==> src/rtl/mole_pkg.sv <==
// Shared types and constants for the whack-a-mole round sequencer.
package mole_pkg;

  localparam int unsigned RNG_W     = 8;
  localparam int unsigned TIMER_W   = 16;
  localparam int unsigned DELAY_LSB = 0;
  localparam int unsigned DELAY_W   = 4;
  localparam int unsigned IDX_LSB   = 0;
  localparam int unsigned IDX_W     = 3;

  typedef enum logic [2:0] {
    StIdle,
    StDrawWait,
    StLoadWait,
    StWait,
    StDrawMole,
    StLoadMole,
    StShow,
    StNext
  } state_e;

endpackage

==> src/rtl/mole_scheduler_if.sv <==
// Game-side signal bundle of mole_scheduler: RNG, buttons, LEDs and score.
interface mole_scheduler_if import mole_pkg::*; #(
  parameter int unsigned NUM_MOLES = 4
);
  logic                 tick;
  logic                 start;
  logic [RNG_W-1:0]     rnd;
  logic [NUM_MOLES-1:0] btn;
  logic                 rng_en;
  logic [NUM_MOLES-1:0] mole;
  logic                 hit;
  logic                 miss;
  logic [7:0]           score;
  logic                 busy;
  logic                 done;

  modport master (
    output tick, start, rnd, btn,
    input  rng_en, mole, hit, miss, score, busy, done
  );

  modport slave (
    input  tick, start, rnd, btn,
    output rng_en, mole, hit, miss, score, busy, done
  );
endinterface

==> src/rtl/mole_scheduler_tick_timer.sv <==
// Loadable down-counter stepped by the timebase tick; expire fires on the 1->0 tick.
module tick_timer import mole_pkg::*; (
  input  logic               clk,
  input  logic               rst,
  input  logic               load,
  input  logic [TIMER_W-1:0] load_val,
  input  logic               en,
  input  logic               tick,
  output logic               expire
);

  logic [TIMER_W-1:0] cnt_q, cnt_d;

  always_comb begin
    cnt_d = cnt_q;
    if (load) begin
      cnt_d = load_val;
    end else if (en && tick && (cnt_q != '0)) begin
      cnt_d = cnt_q - TIMER_W'(1);
    end
  end

  assign expire = en && tick && !load && (cnt_q == TIMER_W'(1));

  always_ff @(posedge clk or posedge rst) begin
    if (rst) begin
      cnt_q <= '0;
    end else begin
      cnt_q <= cnt_d;
    end
  end

endmodule

==> src/rtl/mole_scheduler.sv <==
// Whack-a-mole round sequencer: draws delays/moles from the RNG, judges presses, keeps score.
// Optional MOLE_NO_REPEAT_EN: never light the same mole in two consecutive rounds.
module mole_scheduler import mole_pkg::*; #(
  parameter int unsigned NUM_MOLES  = 4,
  parameter int unsigned ROUNDS     = 16,
  parameter int unsigned WAIT_BASE  = 4,
  parameter int unsigned SHOW_TICKS = 20
) (
  input logic              clk,
  input logic              rst,
  mole_scheduler_if.slave  bus
);

  state_e               state_q, state_d;
  logic [7:0]           round_q, round_d;
  logic [7:0]           score_q, score_d;
  logic [NUM_MOLES-1:0] mole_q, mole_d;
  logic                 rng_en_q, rng_en_d;
  logic                 hit_q, hit_d;
  logic                 miss_q, miss_d;
  logic                 busy_q, busy_d;
  logic                 done_q, done_d;

`ifdef MOLE_NO_REPEAT_EN
  logic [IDX_W-1:0]     prev_q, prev_d;
  logic                 prev_vld_q, prev_vld_d;
`endif

  logic                 tmr_load;
  logic [TIMER_W-1:0]   tmr_val;
  logic                 tmr_en;
  logic                 expire;
  logic [IDX_W-1:0]     cand;
  logic                 cand_ok;
  logic                 wrong_press;
  logic                 right_press;
  logic                 unused_rnd;

  assign cand        = bus.rnd[IDX_LSB +: IDX_W];
  assign unused_rnd  = ^bus.rnd[RNG_W-1:DELAY_W];
  assign wrong_press = |(bus.btn & ~mole_q);
  assign right_press = |(bus.btn & mole_q);
  assign tmr_en      = (state_q == StWait) || (state_q == StShow);

  always_comb begin
    cand_ok = (32'(cand) < NUM_MOLES);
`ifdef MOLE_NO_REPEAT_EN
    if (prev_vld_q && (prev_q == cand)) cand_ok = 1'b0;
`endif
  end

  tick_timer u_timer (
    .clk      (clk),
    .rst      (rst),
    .load     (tmr_load),
    .load_val (tmr_val),
    .en       (tmr_en),
    .tick     (bus.tick),
    .expire   (expire)
  );

  always_comb begin
    state_d  = state_q;
    round_d  = round_q;
    score_d  = score_q;
    mole_d   = mole_q;
    hit_d    = 1'b0;
    miss_d   = 1'b0;
    done_d   = 1'b0;
    busy_d   = busy_q;
    tmr_load = 1'b0;
    tmr_val  = '0;
`ifdef MOLE_NO_REPEAT_EN
    prev_d     = prev_q;
    prev_vld_d = prev_vld_q;
`endif

    unique case (state_q)
      StIdle: begin
        if (bus.start) begin
          state_d = StDrawWait;
          score_d = '0;
          round_d = 8'(ROUNDS);
          busy_d  = 1'b1;
`ifdef MOLE_NO_REPEAT_EN
          prev_vld_d = 1'b0;
`endif
        end
      end
      StDrawWait: state_d = StLoadWait;
      StLoadWait: begin
        tmr_load = 1'b1;
        tmr_val  = TIMER_W'(WAIT_BASE) + TIMER_W'(bus.rnd[DELAY_LSB +: DELAY_W]);
        state_d  = StWait;
      end
      StWait: begin
        if (expire) state_d = StDrawMole;
      end
      StDrawMole: state_d = StLoadMole;
      StLoadMole: begin
        // Out-of-range (or repeated) candidates cost another draw.
        if (cand_ok) begin
          mole_d   = NUM_MOLES'(1) << cand;
          tmr_load = 1'b1;
          tmr_val  = TIMER_W'(SHOW_TICKS);
          state_d  = StShow;
`ifdef MOLE_NO_REPEAT_EN
          prev_d     = cand;
          prev_vld_d = 1'b1;
`endif
        end else begin
          state_d = StDrawMole;
        end
      end
      StShow: begin
        if (wrong_press) begin
          miss_d  = 1'b1;
          state_d = StNext;
        end else if (right_press) begin
          hit_d   = 1'b1;
          score_d = (score_q == 8'hFF) ? score_q : score_q + 8'd1;
          state_d = StNext;
        end else if (expire) begin
          miss_d  = 1'b1;
          state_d = StNext;
        end
      end
      StNext: begin
        mole_d  = '0;
        round_d = round_q - 8'd1;
        if (round_d == 8'd0) begin
          done_d  = 1'b1;
          busy_d  = 1'b0;
          state_d = StIdle;
        end else begin
          state_d = StDrawWait;
        end
      end
    endcase

    rng_en_d = (state_d == StDrawWait) || (state_d == StDrawMole);
  end

  always_ff @(posedge clk or posedge rst) begin
    if (rst) begin
      state_q  <= StIdle;
      round_q  <= '0;
      score_q  <= '0;
      mole_q   <= '0;
      rng_en_q <= 1'b0;
      hit_q    <= 1'b0;
      miss_q   <= 1'b0;
      busy_q   <= 1'b0;
      done_q   <= 1'b0;
`ifdef MOLE_NO_REPEAT_EN
      prev_q     <= '0;
      prev_vld_q <= 1'b0;
`endif
    end else begin
      state_q  <= state_d;
      round_q  <= round_d;
      score_q  <= score_d;
      mole_q   <= mole_d;
      rng_en_q <= rng_en_d;
      hit_q    <= hit_d;
      miss_q   <= miss_d;
      busy_q   <= busy_d;
      done_q   <= done_d;
`ifdef MOLE_NO_REPEAT_EN
      prev_q     <= prev_d;
      prev_vld_q <= prev_vld_d;
`endif
    end
  end

  assign bus.rng_en = rng_en_q;
  assign bus.mole   = mole_q;
  assign bus.hit    = hit_q;
  assign bus.miss   = miss_q;
  assign bus.score  = score_q;
  assign bus.busy   = busy_q;
  assign bus.done   = done_q;

endmodule

==> src/flat_wrapper.sv <==
// flat-port wrapper written by rule: the top's interface ports become plain ports
module mole_scheduler_flat import mole_pkg::*;
#(
  parameter int unsigned NUM_MOLES  = 4,
  parameter int unsigned ROUNDS     = 16,
  parameter int unsigned WAIT_BASE  = 4,
  parameter int unsigned SHOW_TICKS = 20
)
  (clk, rst, bus_tick, bus_start, bus_rnd, bus_btn, bus_rng_en, bus_mole, bus_hit, bus_miss, bus_score, bus_busy, bus_done);
  mole_scheduler_if #(.NUM_MOLES(NUM_MOLES)) bus_i ();
  input logic clk;
  input logic rst;
  input wire logic [$bits(bus_i.tick)-1:0] bus_tick;
  input wire logic [$bits(bus_i.start)-1:0] bus_start;
  input wire logic [$bits(bus_i.rnd)-1:0] bus_rnd;
  input wire logic [$bits(bus_i.btn)-1:0] bus_btn;
  output wire logic [$bits(bus_i.rng_en)-1:0] bus_rng_en;
  output wire logic [$bits(bus_i.mole)-1:0] bus_mole;
  output wire logic [$bits(bus_i.hit)-1:0] bus_hit;
  output wire logic [$bits(bus_i.miss)-1:0] bus_miss;
  output wire logic [$bits(bus_i.score)-1:0] bus_score;
  output wire logic [$bits(bus_i.busy)-1:0] bus_busy;
  output wire logic [$bits(bus_i.done)-1:0] bus_done;
  assign bus_i.tick = bus_tick;
  assign bus_i.start = bus_start;
  assign bus_i.rnd = bus_rnd;
  assign bus_i.btn = bus_btn;
  assign bus_rng_en = bus_i.rng_en;
  assign bus_mole = bus_i.mole;
  assign bus_hit = bus_i.hit;
  assign bus_miss = bus_i.miss;
  assign bus_score = bus_i.score;
  assign bus_busy = bus_i.busy;
  assign bus_done = bus_i.done;
  mole_scheduler #(.NUM_MOLES(NUM_MOLES), .ROUNDS(ROUNDS), .WAIT_BASE(WAIT_BASE), .SHOW_TICKS(SHOW_TICKS)) u_core (.clk(clk), .rst(rst), .bus(bus_i));
endmodule
==> config.mk <==
export PLATFORM = sky130hd
export DESIGN_NAME = mole_scheduler_flat
export DESIGN_NICKNAME = d
export VERILOG_FILES = /design/src/rtl/mole_pkg.sv /design/src/rtl/mole_scheduler_if.sv /design/src/rtl/mole_scheduler_tick_timer.sv /design/src/rtl/mole_scheduler.sv /design/src/flat_wrapper.sv
export SDC_FILE = /design/constraint.sdc
export NUM_CORES = 1
export LEC_CHECK = 0
export ABC_AREA = 0
export BUFFER_PORTS_ARGS = -buffer_cell sky130_fd_sc_hd__buf_2
export CAP_MARGIN = 15
export CORE_AREA = 2 2 69 71
export DETAILED_ROUTE_END_ITERATION = 16
export DIE_AREA = 0 0 71 73
export PLACE_DENSITY = 0.86
export REMOVE_ABC_BUFFERS = 1
export SLEW_MARGIN = 20
export SYNTH_ARGS = -nofsm -noshare
export SYNTH_HDL_FRONTEND = slang
export SYNTH_SLANG_ARGS = --single-unit
==> constraint.sdc <==
create_clock -name clk -period 5.3 [get_ports clk]
set_clock_uncertainty 0.05 [all_clocks]
set_input_delay 1.59 -clock clk [delete_from_list [all_inputs] [get_ports clk]]
set_output_delay 1.59 -clock clk [all_outputs]
set_load 0.01 [all_outputs]
Word level (Yosys, flattened, before mapping) --
Cells that the tools add are included.
Storage, ports and cells: register bits after elaboration 44, input bits 16, output and inout port bits 17, logic and storage cells 91
Cells by class: $add $sub $neg 4, $lt $le $gt $ge 1, eq/ne operators 17, shift-type cells 1, mux-type cells 35, bitwise logic cells 3, reduce and logical (&&, ||, !) cells 20
Operators with widths (count):
- 8-bit 2-to-1 mux | 5
- 16-bit 2-to-1 mux | 2
- 16-bit case mux with 2 select lines | 1
- 8-bit case mux with 2 select lines | 2
- 3-bit case mux with 8 select lines | 1
- 16-bit by 1-bit equality test with 1-bit output, second input constant | 1
- 16-bit nonzero test | 1
- 16-bit by 1-bit subtractor with 16-bit output, second input constant | 1
- 3-bit equality test, second input constant | 5
- 3-bit 2-to-1 mux | 5
- 1-bit 2-to-1 mux | 13
- 8-bit by 1-bit adder with 8-bit output, second input constant | 1
- 4-bit AND | 2
- 8-bit equality test, second input constant | 1
- 8-bit logical NOT | 1
- 4-bit case mux with 2 select lines | 1
- 2-bit nonzero test | 4
- 4-bit OR reduction | 2
- 8-bit by 1-bit subtractor with 8-bit output, second input constant | 1
- 3-bit by 1-bit equality test with 1-bit output, second input constant | 2
- 3-bit by 2-bit equality test with 1-bit output, second input constant | 2
- 2-bit by 1-bit != test with 1-bit output, second input constant | 3
- 2-bit != test, second input constant | 3
- 3-bit by 4-bit adder with 5-bit output, first input constant | 1
- other kinds (14) | 20

Longest topological paths before layout --
depth after elaboration 12, gate-level depth with buffers 7, gate-level depth less buffers 7

Hierarchy --
From an unflattened synthesis, not the netlist that was laid out.
Unflattened totals: cells, all modules 302, area, all modules 2716.4 um^2
Modules (own cells, without submodules):
- mole_scheduler | times used 1, cells each 181, area each 1612.8 um^2, sequential area each 700.7 um^2
- tick_timer | times used 1, cells each 121, area each 1103.6 um^2, sequential area each 400.4 um^2

Worst setup path after synthesis --
No wires, ideal clock.
path type input-to-reg, start input port bus_btn[2], end register u_core.score_q[1] (netlist: u_core.bus.score[1]), setup time 0.125 ns, data arrival time 2.980 ns, slack 2.146 ns, stages 6, buffers on the path 1, path through nor2b_1 -> a2111oi_2 -> nand3_1 -> clkbuf_1 -> nand2_1 -> mux2_2
Between the ends: cells in the longest elaborated chain, start to end 4
RTL lines:
- start: declaration | line flat_wrapper.sv:16 | input wire logic [$bits(bus_i.btn)-1:0] bus_btn;
- 4-bit AND, on equally long branches | line mole_scheduler.sv:41, mole_scheduler.sv:42
- 4-bit OR reduction, on equally long branches | line mole_scheduler.sv:41, mole_scheduler.sv:42
- 2-bit != test (no source line) / 2-bit by 1-bit != test with 1-bit output (equally long branches)
- 5-bit AND reduction (no source line) *
- end signal: assignment | line mole_scheduler.sv:162 | score_q <= score_d;
- end: declaration | line mole_scheduler.sv:16 | logic [7:0] score_q, score_d;
Every way passes the cells marked *; elsewhere a longest branch is shown, timed or not. A chain may end at the register's enable or synchronous reset.

Worst setup path in the final report --
start input port bus_btn[2], end register u_core.score_q[5] (netlist: u_core.bus.score[5])
The elaborated chain is that of the path after synthesis.

==> impl_metrics.yaml <==
synth:
  synth_flop_cell: "dfrtp_1"
  syn_area_um2: 2456
  synth_top_area_frac: 0.4483
  synth-seq-cells: 44
  yosys-top-cells-area: "dfrtp_1 45%, nand2_1 5.3%, nor2_1 4.3%"
  synth.avg_cell_area_um2: 9.165
  synth_edf_count: 0
  synth_cells: 268
  post-synth-top-area-cell: "dfrtp_1"
  synthTopCellsByCount: "44 x dfrtp_1, 35 x nand2_1, 28 x nor2_1"
  synth_most_common_cell: "dfrtp_1"
  ys_types: 46
  ys_async_sr_fraction: 1.000
  yosysWarnings: 0
  synth.yosys.seq_area_share: 0.4483
global_routing:
  grt_pass1_wl_mm: 9.045
  grt_max_degree: 45
  gr-total-overflow: 0
  grt_pass1_vias: 2007
  antenna_found_initial: 0
  track_usage: 0.2229
clock_network:
  post_cts_buffers: 0
  root_buffer: "clkbuf_8"
  clock_latency_ns: 0.30
  cts-htree-levels: 2
  clockBufferDepth: 2
  cts_tree: "done"
  clk_pin_slew_worst_paths_ns: 0.08
  cts_sinks: 44
  hold_buffers: 0
  cts_made_buffers: 5
  cts_resized: 0
routing:
  post_drt_wl_per_cell_um: 15.14
  wirelength_mm: 5.315
  route.vias.total: 2083
  drt_iter0_drc: 102
  drc: 0
  first_pass_iters: 5
  ant_nets: 0
  avgViaCountPerCell: 5.934
critical_path:
  arrival_ns: 3.63
  slowest_stage: "a2111oi_2"
  cpPeakStageDelay_ns: 0.61
  end_kind: "flop"
  crit_chain: "buf_2 > nor2b_1 > a2111oi_2 > nand3_1 > or4_1 > a21oi_1"
  cp_max_fo: 14
  crit_required_ns: 5.47
  crit_type: "input port to flop"
  cp-start-kind: "input port"
placed_design:
  portBuffers: 28
  place.gp.congestion: 0.8674
  hpwl_mm: 3.675
finish:
  utilization: 0.6174
  syn_to_final_growth_pct: 14.01
  diodes: 0
  finalNetCount: 319
  drive_gt1_frac: 0.1616
  register_area_um2: 1101
  fillers: 386
  multi_input_comb_area_um2: 1287
run:
  cap_violations: 0
sta:
  max_freq_mhz: 288.8
  rsz0062_at_grt: "no"
  slew_violations: 0
  finalSetupViolCount: 0
  max_slew_margin: 0.2517
  period_share: 0.6533
  finalHoldViolations: 0
  period_needed_ns: 3.462
  setup_tns_ns: 0
  worst_pin_slew_ns: 1.107
run_status:
  outcome: "finished, final reports clean"
die:
  die_h_um: 73
  num_rows: 25
  ios: 33
  initial_utilization: 0.5415
  core_area_um2: 4536
  die_w_um: 71
  die_area_um2: 5183
min_path:
  hp-class: "flop to flop"
pwr:
  power.density_nw_per_um2: 508.6
  irDropWorstVdd_uv: 196.1
  leakage_nw: 1.281
## power by group
group	internal, mW	switching (mW)	total, mW	leakage [nW]
clock network	0.236	0.120	0.356	0.0784
registers	0.430	0.131	0.561	0.574
logic	0.205	0.302	0.507	0.629
total	0.871	0.553	1.42	1.28
## registers in the layout, indices dropped and copies added, names as in the netlist
| signal | count |
|---|---|
| u_core.u_timer.cnt_q | 16 |
| u_core.bus.score | 8 |
| u_core.round_q | 8 |
| u_core.bus.mole | 4 |
| u_core.state_q | 3 |
| u_core.bus.busy | 1 |
| u_core.bus.done | 1 |
| u_core.bus.hit | 1 |
| u_core.bus.miss | 1 |
| u_core.bus.rng_en | 1 |
## critical path, delay by kind of cell
family          cells  cell delay [ns]
buf+inv             1             0.10
simple gates        3             1.14
compound gates      2             0.79
## stage by stage
| stage | hold WS (ns) | std cells | area [µm²] | setup slack (ns) | power, mW |
|---|---|---|---|---|---|
| after floorplan | 0.3959 | 260 | 2426 | 2.051 | 0.9259 |
| after global placement | 0.4177 | 343 | 2641 | 1.664 | 1.029 |
| after detailed placement | 0.4360 | 343 | 2641 | 1.542 | 1.063 |
| after CTS | 0.4655 | 351 | 2800 | 1.862 | 1.428 |
| after global routing | 0.4776 | 351 | 2800 | 1.704 | 1.522 |
| final | 0.4600 | 351 | 2800 | 1.838 | 1.424 |
## path summary, 6_finish.rpt
| kind | from | to | slack, ns | depth (start not counted) |
|---|---|---|---|---|
| min reg2reg | u_core.u_timer.cnt_q[14]$_DFFE_PP0P_ | u_core.u_timer.cnt_q[14]$_DFFE_PP0P_ | 0.46 | 1 |
| max reg2reg | u_core.bus.mole[3]$_DFFE_PP0P_ | u_core.bus.score[5]$_DFFE_PP0P_ | 2.85 | 5 |
| max in group asynchronous | rst | u_core.u_timer.cnt_q[14]$_DFFE_PP0P_ | 3.44 | 3 |
| min | u_core.u_timer.cnt_q[14]$_DFFE_PP0P_ | u_core.u_timer.cnt_q[14]$_DFFE_PP0P_ | 0.46 | 1 |
| min in group asynchronous | rst | u_core.bus.mole[3]$_DFFE_PP0P_ | 1.36 | 3 |
| max | bus_btn[2] | u_core.bus.score[5]$_DFFE_PP0P_ | 1.84 | 6 |
## cell usage in the layout (no fill, tap or decap), types with 2 or more instances in the layout
| master | synthesis | final |
|---|---|---|
| ha_1 | 7 | 7 |
| a22oi_1 | 3 | 3 |
| nor4_1 | 6 | 6 |
| nand3b_1 | 3 | 3 |
| o31ai_1 | 4 | 4 |
| nor2_1 | 28 | 28 |
| and2_1 | 5 | 5 |
| bufinv_16 | 0 | 3 |
| nor2b_1 | 3 | 3 |
| or4_1 | 5 | 5 |
| buf_2 | 0 | 28 |
| nand2_1 | 35 | 35 |
| clkbuf_8 | 0 | 5 |
| o21ai_0 | 13 | 13 |
| o211ai_1 | 5 | 5 |
| nand3_1 | 13 | 13 |
| nor4_4 | 2 | 2 |
| a21oi_1 | 12 | 12 |
| and3b_1 | 2 | 2 |
| xnor2_1 | 8 | 8 |
| xor2_1 | 3 | 3 |
| or3_1 | 3 | 3 |
| dfrtp_1 | 44 | 44 |
| nand4b_1 | 2 | 2 |
| nor4b_1 | 2 | 2 |
| nor3_1 | 10 | 10 |
| and3_1 | 2 | 2 |
| or2_2 | 2 | 2 |
| inv_1 | 10 | 9 |
| nor3b_1 | 2 | 2 |
| mux2i_1 | 4 | 4 |
| nand4_1 | 5 | 5 |
| and4_1 | 2 | 2 |
## cells by family after synthesis
| logic type | share of synthesized area |
|---|---|
| XOR/XNOR | 0.03923 |
| adder cells (fa/ha/maj) | 0.03566 |
| AND/OR/NAND/NOR | 0.3041 |
| multiplexers | 0.02089 |
| buffers and inverters | 0.02751 |
| AO/OA/AOI/OAI | 0.1243 |
| flip-flops | 0.4483 |
## cell type report
class	count	share of cell area
Timing Repair Buffer	29	0.05273
Multi-Input combinational cell	206	0.4598
Inverter	10	0.01340
Tap cell	54	0.02413
Clock buffer	5	0.02458
Clock inverter	3	0.03217
Sequential cell	44	0.3932
## per-layer routing
metal / GRT usage / part of all wire / vias up
met1: 0.2785 / 0.44 / 991
met2: 0.3707 / 0.48 / 57
met4: 0.1048 / 0.026 / 0
met3: 0.04834 / 0.053 / 13
li1: - / - / 1022
met5: 0 / 0 / -
Power figures use the tool's default switching activity.
